File: src/rtl/evt_spike_encoder.sv
// Spike-vector to event-stream encoder with shadow batch capture.
// Optional overflow counter: define SNE_SPIKE_ENC_OVF_CNT_EN.
package evt_spike_encoder_pkg;
  typedef logic [31:0] timestamp_t;
endpackage

module evt_spike_encoder
  import evt_spike_encoder_pkg::*;
#(
  parameter int DP_GROUP  = 16,
  parameter int ENGINE_ID = 0,
  parameter int NID_WIDTH = 16
) (
  input  logic                 engine_clk_i,
  input  logic                 engine_rst_i,
  input  logic [DP_GROUP-1:0]  spike_i,
  input  timestamp_t           global_time_i,
  output logic                 evt_valid_o,
  input  logic                 evt_ready_i,
  output logic [NID_WIDTH-1:0] evt_nid_o,
  output timestamp_t           evt_time_o,
  output logic                 busy_o,
  output logic                 overflow_o,
  output logic [15:0]          overflow_cnt_o
);

  typedef enum logic {
    IDLE,
    DRAIN
  } state_t;

  localparam logic [31:0] NID_BASE = 32'(ENGINE_ID * DP_GROUP);
  localparam logic [DP_GROUP-1:0] ONE = DP_GROUP'(1);

  state_t state_q, state_d;

  logic [DP_GROUP-1:0] active_q, active_d;
  timestamp_t          active_time_q, active_time_d;
  logic [DP_GROUP-1:0] shadow_q, shadow_d;
  timestamp_t          shadow_time_q, shadow_time_d;

  logic                 valid_q, valid_d;
  logic [NID_WIDTH-1:0] nid_q, nid_d;
  timestamp_t           time_q, time_d;
  logic                 ovf_q, ovf_d;

  logic                hs;
  logic [DP_GROUP-1:0] cur;
  logic [DP_GROUP-1:0] remain;
  logic [DP_GROUP-1:0] merged;
  logic [DP_GROUP-1:0] collide;

  function automatic logic [DP_GROUP-1:0] lsb_onehot(
    input logic [DP_GROUP-1:0] v
  );
    return v & (~v + ONE);
  endfunction

  function automatic logic [31:0] lsb_idx(
    input logic [DP_GROUP-1:0] v
  );
    logic [31:0] r;
    r = '0;
    for (int i = DP_GROUP - 1; i >= 0; i--) begin
      if (v[i]) r = 32'(i);
    end
    return r;
  endfunction

  // Next-state: batch capture, drain, shadow merge and swap.
  always_comb begin
    state_d       = state_q;
    active_d      = active_q;
    active_time_d = active_time_q;
    shadow_d      = shadow_q;
    shadow_time_d = shadow_time_q;
    collide       = '0;
    hs            = valid_q & evt_ready_i;
    cur           = hs ? lsb_onehot(active_q) : '0;
    remain        = active_q & ~cur;
    merged        = shadow_q | spike_i;
    unique case (state_q)
      IDLE: begin
        if (|spike_i) begin
          active_d      = spike_i;
          active_time_d = global_time_i;
          state_d       = DRAIN;
        end
      end
      DRAIN: begin
        if (hs && (remain == '0)) begin
          if (|merged) begin
            active_d      = merged;
            active_time_d = (|shadow_q) ? shadow_time_q
                                        : global_time_i;
            shadow_d      = '0;
          end else begin
            active_d = '0;
            state_d  = IDLE;
          end
        end else begin
          active_d = remain;
          collide  = spike_i & shadow_q;
          shadow_d = merged;
          if ((shadow_q == '0) && (|spike_i)) begin
            shadow_time_d = global_time_i;
          end
        end
      end
      default: state_d = IDLE;
    endcase
    valid_d = |active_d;
    nid_d   = NID_WIDTH'(NID_BASE + lsb_idx(active_d));
    time_d  = active_time_d;
    ovf_d   = |collide;
  end

  // State, batch and output registers.
  always_ff @(posedge engine_clk_i) begin
    if (engine_rst_i) begin
      state_q       <= IDLE;
      active_q      <= '0;
      active_time_q <= '0;
      shadow_q      <= '0;
      shadow_time_q <= '0;
      valid_q       <= 1'b0;
      nid_q         <= '0;
      time_q        <= '0;
      ovf_q         <= 1'b0;
    end else begin
      state_q       <= state_d;
      active_q      <= active_d;
      active_time_q <= active_time_d;
      shadow_q      <= shadow_d;
      shadow_time_q <= shadow_time_d;
      valid_q       <= valid_d;
      nid_q         <= nid_d;
      time_q        <= time_d;
      ovf_q         <= ovf_d;
    end
  end

`ifdef SNE_SPIKE_ENC_OVF_CNT_EN
  logic [15:0] cnt_q, cnt_d;
  logic [16:0] cnt_sum;

  // Saturating count of spikes lost to shadow collisions.
  always_comb begin
    cnt_sum = {1'b0, cnt_q} + 17'($countones(collide));
    cnt_d   = cnt_sum[16] ? 16'hFFFF : cnt_sum[15:0];
  end

  // Overflow counter register.
  always_ff @(posedge engine_clk_i) begin
    if (engine_rst_i) begin
      cnt_q <= '0;
    end else begin
      cnt_q <= cnt_d;
    end
  end

  assign overflow_cnt_o = cnt_q;
`else
  assign overflow_cnt_o = 16'h0000;
`endif

  assign evt_valid_o = valid_q;
  assign evt_nid_o   = nid_q;
  assign evt_time_o  = time_q;
  assign overflow_o  = ovf_q;
  assign busy_o      = (state_q == DRAIN) | (shadow_q != '0);

endmodule

File: config.mk
export PLATFORM = sky130hd
export DESIGN_NAME = evt_spike_encoder
export DESIGN_NICKNAME = d
export VERILOG_FILES = /design/src/rtl/evt_spike_encoder.sv
export SDC_FILE = /design/constraint.sdc
export NUM_CORES = 1
export LEC_CHECK = 0
export ABC_AREA = 1
export CAP_MARGIN = 5
export CORE_ASPECT_RATIO = 2
export CORE_MARGIN = 2
export CORE_UTILIZATION = 40
export DETAILED_ROUTE_END_ITERATION = 10
export GPL_TIMING_DRIVEN = 1
export PLACE_DENSITY = 0.62
export REMOVE_ABC_BUFFERS = 1
export SYNTH_ARGS = -nofsm -noshare
export SYNTH_HDL_FRONTEND = slang
export SYNTH_SLANG_ARGS = --single-unit
File: constraint.sdc
create_clock -name engine_clk_i -period 7.1 [get_ports engine_clk_i]
set_input_delay 2.13 -clock engine_clk_i [delete_from_list [all_inputs] [get_ports engine_clk_i]]
set_output_delay 2.13 -clock engine_clk_i [all_outputs]
set_load 0.005 [all_outputs]
### Yosys cells after proc, flatten, opt, wreduce, memory -nomap -nowiden

Index checks and enable logic that the tools add are counted.

| word-level totals | value |
|---|---|
| register bits | 115 |
| input bits | 51 |
| word-level logic and storage cells | 78 |

| operators by class | value |
|---|---|
| $add $sub $neg | 1 |
| eq/ne operators | 4 |
| muxes and demuxes | 33 |
| bitwise logic cells | 10 |
| reduce and logical (&&, ||, !) cells | 18 |

Operator list:

| kind | count |
|---|---|
| $mux W16 | 8 |
| $mux W32 | 4 |
| $reduce_or A16 Y1 | 6 |
| $pmux W32 S2 | 1 |
| $and A16 B16 Y16 | 3 |
| $logic_not A16 Y1 | 2 |
| $mux W4 | 8 |
| $not A16 Y16 | 2 |
| $pmux W16 S2 | 1 |
| $add A16 B1 Y16 const B | 1 |
| $or A16 B16 Y16 | 1 |
| $reduce_bool A16 Y1 | 1 |
| $mux W3 | 4 |
| $reduce_or A9 Y1 | 1 |
| $ne A2 B1 Y1 const B | 3 |
| $reduce_and A3 Y1 | 2 |
| $reduce_or A5 Y1 | 1 |
| $mux W1 | 4 |
| $mux W2 | 2 |
| $reduce_or A3 Y1 | 1 |
| $logic_and A1 B1 Y1 | 2 |
| $ne A2 B2 Y1 const B | 1 |
| $not A1 Y1 | 2 |
| $pmux W1 S2 | 1 |
| other kinds (4) | 4 |

### Logic depth before layout (Yosys ltp)

Gate-level depths: netlist of the first run.

| depth | value |
|---|---|
| depth in word-level cells | 25 |
| gate-level depth with buffers | 26 |
| mapped depth without buffers | 26 |

### Worst setup path before layout of the first run

OpenSTA, ideal clock, no wires.

| path | value |
|---|---|
| path type | input port to flip-flop |
| start | input evt_ready_i |
| end | register nid_q[0], in the netlist evt_nid_o[0] |
| library setup time | 0.122 ns |
| data arrival time | 3.852 ns |
| setup slack | 3.126 ns |
| cell stages on the path | 25 |
| path buffers | 0 |
| path through | nand2_1 > inv_2 > nand2_2 > nor2_1 > nor2_1 > nor2_1 > nand2_1 > nor2_4 > nand3_4 > nand2_4 > o21ai_0 > nor2_1 > nand2_1 > nand2_1 > nand2_1 > nand2_1 > nand2_1 > nand2_1 > nand2_1 > nand2_1 > nand2_1 > nand2_1 > nand2_1 > nand2_1 > a21oi_2 |

| on the way | value |
|---|---|
| cells in the longest elaborated chain, start to end | 23 |
| elaborated cells between the ends (all ways) | 24 |
| those cells by class | mux (18); bitwise (3); reduce/logical (3) |

RTL lines:

| what | RTL line | RTL |
|---|---|---|
| from (decl) | 19 | `input logic evt_ready_i,` |
| $and A1 B1 Y1 (*) | 78 | `hs = valid_q & evt_ready_i;` |
| $mux W16 | 79 | `cur = hs ? lsb_onehot(active_q) : '0;` |
| $not A16 Y16 | 80 | `remain = active_q & ~cur;` |
| $and A16 B16 Y16 | 80 |  |
| $logic_not A16 Y1 | 91 | `if (hs && (remain == '0)) begin` |
| $logic_and A1 B1 Y1 | 91 |  |
| $mux W16 (*) | 91 |  |
| $pmux W16 S2 (*) | 82 | `unique case (state_q)` |
| $mux W4 (8 in a row) | 65 | `if (v[i]) r = 32'(i);` |
| $mux W3 (4 in a row) | 65 |  |
| $mux W2 (2 in a row) | 65 |  |
| $mux W1 | 65 |  |
| to (signal assigned) | 137 | `nid_q <= nid_d;` |
| to (decl) | 43 | `logic [NID_WIDTH-1:0] nid_q, nid_d;` |

Every way passes the cells marked *; elsewhere a longest branch is shown, timed or not.
A chain may end at the register's enable or synchronous reset.

### Worst setup path after layout of the first run

| path | value |
|---|---|
| start | input evt_ready_i |
| end | register shadow_time_q[17] |

| on the way | value |
|---|---|
| cells in the longest elaborated chain, start to end | 8 |

RTL lines:

| what | RTL line | RTL |
|---|---|---|
| $and A1 B1 Y1 (*) | 78 |  |
| $mux W16 | 79 |  |
| $not A16 Y16 | 80 |  |
| $and A16 B16 Y16 | 80 |  |
| $logic_not A16 Y1 | 91 |  |
| $logic_and A1 B1 Y1 (*) | 91 |  |
| $not A1 Y1 (no source line) (*) | n/a |  |
| $reduce_and A3 Y1 (no source line) (*) | n/a |  |
| to (signal assigned) | 135 | `shadow_time_q <= shadow_time_d;` |
| to (decl) | 40 | `timestamp_t shadow_time_q, shadow_time_d;` |

Marks and branches as above.

==> impl_metrics.yaml, run 1 <==
hold_path:
  min_from: "shadow_time_q[8]"
  worstHoldEndpoint: "evt_time_o[8]"
  worstHoldPathCells: 2
  min_path_type: "reg2reg"
final_layout:
  nFillCells: 1294
  finish.utilization: 0.497
  syn_to_final_growth_pct: 22.4
  layout-drive-gt1-share: 0.0522
  nets: 851
  antennaDiodeCount: 0
placed_design:
  io_buffers: 89
  dp_hpwl_mm: 12.5
  globalplace.congestion: 1.01
yosys:
  ys_types: 37
  avgSynthCellArea_um2: 6.87
  netlist_area_um2: 5070
  netlist.area_leader.share: 0.407
  synth-edff-count: 0
  synthMuxAreaShare: 0.00395
  ys_top_cells_by_count: "nor2_1, nand2_1, dfxtp_1"
  synth_top_family_by_area: "simple AND/OR/NAND/NOR gates"
  yosys.area.top_type: "dfxtp_1"
  synthAdderAreaFrac: 0
  yosysWarnings: 0
  async_flop_share: 0
  ys_seq_area_frac: 0.407
  synthSimpleGateAreaFrac: 0.298
  synthFlopType: "dfxtp_1"
  synth_cells: 738
  ys_seq_elements: 103
  yosysMostFrequentCell: "nor2_1"
  synth_xor_area_frac: 0
  synth_compound_gate_area_share: 0.178
  synthTopCellsByArea: "dfxtp_1, nor2_1, nand2_1, o21ai_0, nand3_1"
cts:
  root_buffer: "clkbuf_16"
  clock_latency_ns: 0.35
  clockBufferDepth: 2
  post_cts_resized: 0
  clk_pin_slew_worst_paths_ns: 0.08
  cts_buffers: 9
  holdBufCountCts: 0
  cts_setup_buffers: 0
  cts.sinks: 103
  htree_num_levels: 3
  cts_tree: "yes"
grt:
  grtUsageTotal: 0.248
  grt_max_degree: 67
  grt.overflow.total: 0
  grt_pass1_vias: 5061
  antenna_found_initial: 0
  grt_pass1_wl_mm: 26.4
timing:
  finalSetupViolCount: 0
  rsz0062_at_grt: "false"
  min_period_ns: 5.34
  worst_slew_pin_slew_ns: 1.23
  period_share: 0.752
  drv_slew: 0
  fin_setup_tns_ns: 0
  timing.fmax_ghz: 0.187
  slew-limit-headroom: 0.183
  skew_ns: 0.00731
  final_hold_viol_count: 0
detailed_routing:
  via_count: 5290
  first_pass_iters: 4
  via_per_inst: 5.54
  postRouteWirelength_mm: 17.1
  drt-initial-drc-count: 292
  drc: 0
  ant_nets: 0
  wl_per_cell_um: 17.9
power:
  p_leak_uw: 0.00262
  power_density_nw_per_um2: 234
  ir_drop_mv: 0.125
status:
  status: "completed"
worst_setup_path:
  reg2reg_to: "shadow_time_q[17]"
  required_ns: 7.39
  timing.rr.start: "evt_valid_o"
  reg2reg_slack_ns: 3.65
  cp-start-kind: "primary input"
  worstPathArrival_ns: 5.63
  crit_fanout: 33
  crit_type: "in2reg"
  critPathCaptureType: "register"
  worstRegToRegCells: 13
die:
  core_um2: 12500
  dieWidth_um: 83.6
  rows: 58
  dieArea_um2: 13600
  die_h_um: 163
  boundaryPins: 118
  start_util: 0.406
flow_run:
  maxCapViolCount: 0
## cell usage in the layout, fill, tap and decap left out, drive strengths merged
| master | count |
|---|---|
| a221oi | 1 |
| nand3 | 47 |
| o22ai | 3 |
| o211ai | 1 |
| a41oi | 1 |
| or4 | 2 |
| nor3 | 23 |
| clkdlybuf4s50 | 89 |
| inv | 56 |
| a31oi | 32 |
| a21oi | 42 |
| o221ai | 1 |
| nand3b | 1 |
| and2 | 1 |
| nand2 | 120 |
| mux2i | 2 |
| buf | 3 |
| nor2 | 135 |
| conb | 28 |
| nor4 | 6 |
| a21boi | 1 |
| clkinv | 3 |
| clkbuf | 10 |
| nand4 | 9 |
| o21ai | 84 |
| dfxtp | 103 |
| o21bai | 1 |
## metal layers
metal  track usage  vias to the layer above  wire length [µm]
met5             0                        -                 0
met4         0.176                        0              1200
met3        0.0430                       61               812
met2         0.455                      225              9050
met1         0.249                     2470              6060
li1              -                     2534                 -
## worst max-delay path by stage
| stage | slack (ns) | startpoint | to |
|---|---|---|---|
| 2_1_floorplan | 2.37 | evt_ready_i | shadow_time_q[0] |
| 5_1_grt | 1.49 | evt_ready_i | shadow_time_q[26] |
| 4_1_cts | 1.80 | evt_ready_i | shadow_time_q[17] |
| 3_5_place_dp | 1.43 | evt_ready_i | shadow_time_q[17] |
| 6_report | 1.76 | evt_ready_i | shadow_time_q[17] |
| 3_3_place_gp | 1.40 | evt_ready_i | shadow_time_q[21] |
## cells by family after synthesis
kind of cell | after synthesis
and+or+nand+nor | 344
AOI/OAI and AO/OA | 167
buffers and inverters | 121
DFF | 103
muxes | 2
other | 1
## area by class of cell
| type | count | area, µm² | share of cell area |
|---|---|---|---|
| sequential | 103 | 2060 | 0.333 |
| clock inverter | 6 | 62.6 | 0.0101 |
| inverter | 53 | 199 | 0.0321 |
| multi-input combinational | 541 | 2540 | 0.409 |
| clock buffer | 10 | 239 | 0.0385 |
| tap | 150 | 188 | 0.0303 |
| timing repair buffer | 92 | 913 | 0.147 |
## sequential cells by signal, summed over array words and instances, names as in the netlist
signal	count
shadow_q	16
evt_time_o	32
shadow_time_q	32
evt_nid_o	4
evt_valid_o	1
state_q	1
overflow_o	1
active_q	16
## critical path: stages
cell and delay [ns]:
clkdlybuf4s50_1 0.45, nand2_1 0.14, inv_2 0.15, nand3_2 0.10, o21ai_0 0.45, nand2_1 0.17, nor2_4 0.16, nand3_4 0.23
nand2_4 0.20, nor3_2 0.06, buf_4 0.26, inv_1 0.85, nor2_1 0.10, nor2_1 0.14
## report_power, final
group | switching [µW] | internal [µW]
sequential | 37.9 | 622
clock | 239 | 257
combinational | 175 | 119
total | 452 | 998
## through the flow
stage,instance area [µm²],cells,setup slack [ns],power [µW],hold slack [ns]
global route,6200,955,1.49,1520,0.515
detailed placement,5900,939,1.43,964,0.488
finish,6200,955,1.76,1450,0.492
CTS,6200,955,1.80,1460,0.489
global placement,5900,939,1.40,963,0.482
floorplan,4800,697,2.37,816,0.478
No activity file was read; power rests on OpenSTA's default activity.
==> run 2: changes to the inputs <==
- PLACE_DENSITY: 0.62 -> 0.65
- clock period: 7.1 -> 4.8 ns (I/O delays scaled with it)
==> run 2 against run 1 <==
Design area grew 0.44%. Final cell count grew 0.52%. Largest power group unchanged. Critical endpoint is now evt_valid_o. Combinational power grew 50%. Wire length shrank 8.6%.
==> impl_metrics.yaml, run 2 (synthesized netlist as in run 1, its figures left out) <==
worst_setup_path:
  crit_chain: "clkdlybuf4s50_1, nand2_1, inv_2, nand3_2, o21ai_0, nand2_1, nor2_4, nand3_4, nand2_4, o21ai_0, nor2_1, inv_1, nor2_1, nand3_1, nor3_1, a41oi_1"
  cp-start-kind: "primary input"
  endpoint: "evt_valid_o"
  required_ns: 5.00
  critPathCaptureType: "register"
  slowest_delay_ns: 0.46
  crit_start: "evt_ready_i"
  worstPathArrival_ns: 4.40
  worstRegToRegCells: 15
  reg2reg_to: "evt_valid_o"
  timing.rr.start: "evt_valid_o"
  crit_fanout: 17
  reg2reg_slack_ns: 1.76
  crit_slowest_cell: "clkdlybuf4s50_1"
  crit_type: "in2reg"
power:
  power_density_nw_per_um2: 341
  p_leak_uw: 0.00264
  ir_drop_mv: 0.224
grt:
  grtUsageTotal: 0.230
  grt_max_degree: 67
  antenna_found_initial: 0
  grt.overflow.total: 0
  grt_pass1_vias: 5176
  grt_pass1_wl_mm: 25.2
flow_run:
  maxCapViolCount: 0
detailed_routing:
  via_count: 5268
  first_pass_iters: 5
  via_per_inst: 5.49
  ant_nets: 0
  drt-initial-drc-count: 295
  wl_per_cell_um: 16.3
  drc: 0
  postRouteWirelength_mm: 15.6
cts:
  post_cts_resized: 0
  clk_pin_slew_worst_paths_ns: 0.08
  cts_setup_buffers: 0
  htree_num_levels: 3
  cts_buffers: 9
  cts_tree: "yes"
  root_buffer: "clkbuf_16"
  clockBufferDepth: 2
  cts.sinks: 103
  holdBufCountCts: 0
  clock_latency_ns: 0.35
final_layout:
  nets: 856
  syn_to_final_growth_pct: 22.9
  antennaDiodeCount: 0
  layout-drive-gt1-share: 0.0568
  multi_input_area_um2: 2540
  layout_commonest_cell: "nor2_1"
  finish.utilization: 0.499
  register_area_um2: 2060
  nFillCells: 1270
  layout_common_cells: "nor2_1, nand2_1, dfxtp_1"
die:
  start_util: 0.406
  dieArea_um2: 13600
  rows: 58
  boundaryPins: 118
  dieWidth_um: 83.6
  core_um2: 12500
  die_h_um: 163
timing:
  timing.fmax_ghz: 0.238
  rsz0062_at_grt: "false"
  skew_ns: 0.0123
  finalSetupViolCount: 0
  holdWs_ns: 0.489
  slew-limit-headroom: 0.233
  fin_setup_tns_ns: 0
  worst_slew_pin_slew_ns: 1.15
  drv_slew: 0
  final_hold_viol_count: 0
  min_period_ns: 4.20
  period_share: 0.875
hold_path:
  min_path_type: "reg2reg"
  min_from: "shadow_time_q[19]"
placed_design:
  dp_hpwl_mm: 11.5
  io_buffers: 89
  globalplace.congestion: 0.955
status:
  status: "completed"
-- run 2: cell count changes in the layout (fill, tap and decap cells not counted) --
cell,before,now
buf_4,3,8
clkbuf_1,0,1
clkbuf_8,1,0
clkinv_4,2,1
inv_6,2,3
-- run 2: metal layers --
metal | GRT usage | wire [µm]
met1 | 0.243 | 5710
met2 | 0.414 | 8140
met3 | 0.0450 | 851
met4 | 0.144 | 940
met5 | 0 | 0
-- run 2: stage by stage --
step,cells,power (µW),area [µm²],setup WS (ns)
6_report,960,2120,6230,0.600
5_1_grt,960,2230,6230,0.351
4_1_cts,960,2130,6230,0.642
3_5_place_dp,944,1420,5940,0.280
3_3_place_gp,944,1410,5940,0.334
2_1_floorplan,697,1210,4800,0.765
-- run 2: worst min path at each step --
stage | to | cells after the start
3_3_place_gp | evt_time_o[9] | 2
6_report | evt_time_o[19] | 2
5_1_grt | evt_time_o[19] | 2
2_1_floorplan | evt_time_o[0] | 2
4_1_cts | evt_time_o[19] | 2
3_5_place_dp | evt_time_o[5] | 2
-- run 2: area by class of cell --
cell class / count / area share
Clock buffer: 10 / 0.0368
Timing Repair Buffer: 97 / 0.153
Inverter: 53 / 0.0319
Clock inverter: 6 / 0.0100
Sequential cell: 103 / 0.331
Tap cell: 150 / 0.0301
Multi-Input combinational cell: 541 / 0.407
-- run 2: power by group --
group	internal, µW	leakage [µW]	switching, µW
combinational	178	0.00165	263
sequential	921	0.000847	43.3
clock	367	0.000143	353
total	1470	0.00264	659
-- run 2: critical path: cells and delay by family --
family	cells	cell delay (ns)
AOI/OAI and AO/OA	3	0.61
buffers and inverters	3	0.69
and+or+nand+nor	10	1.65
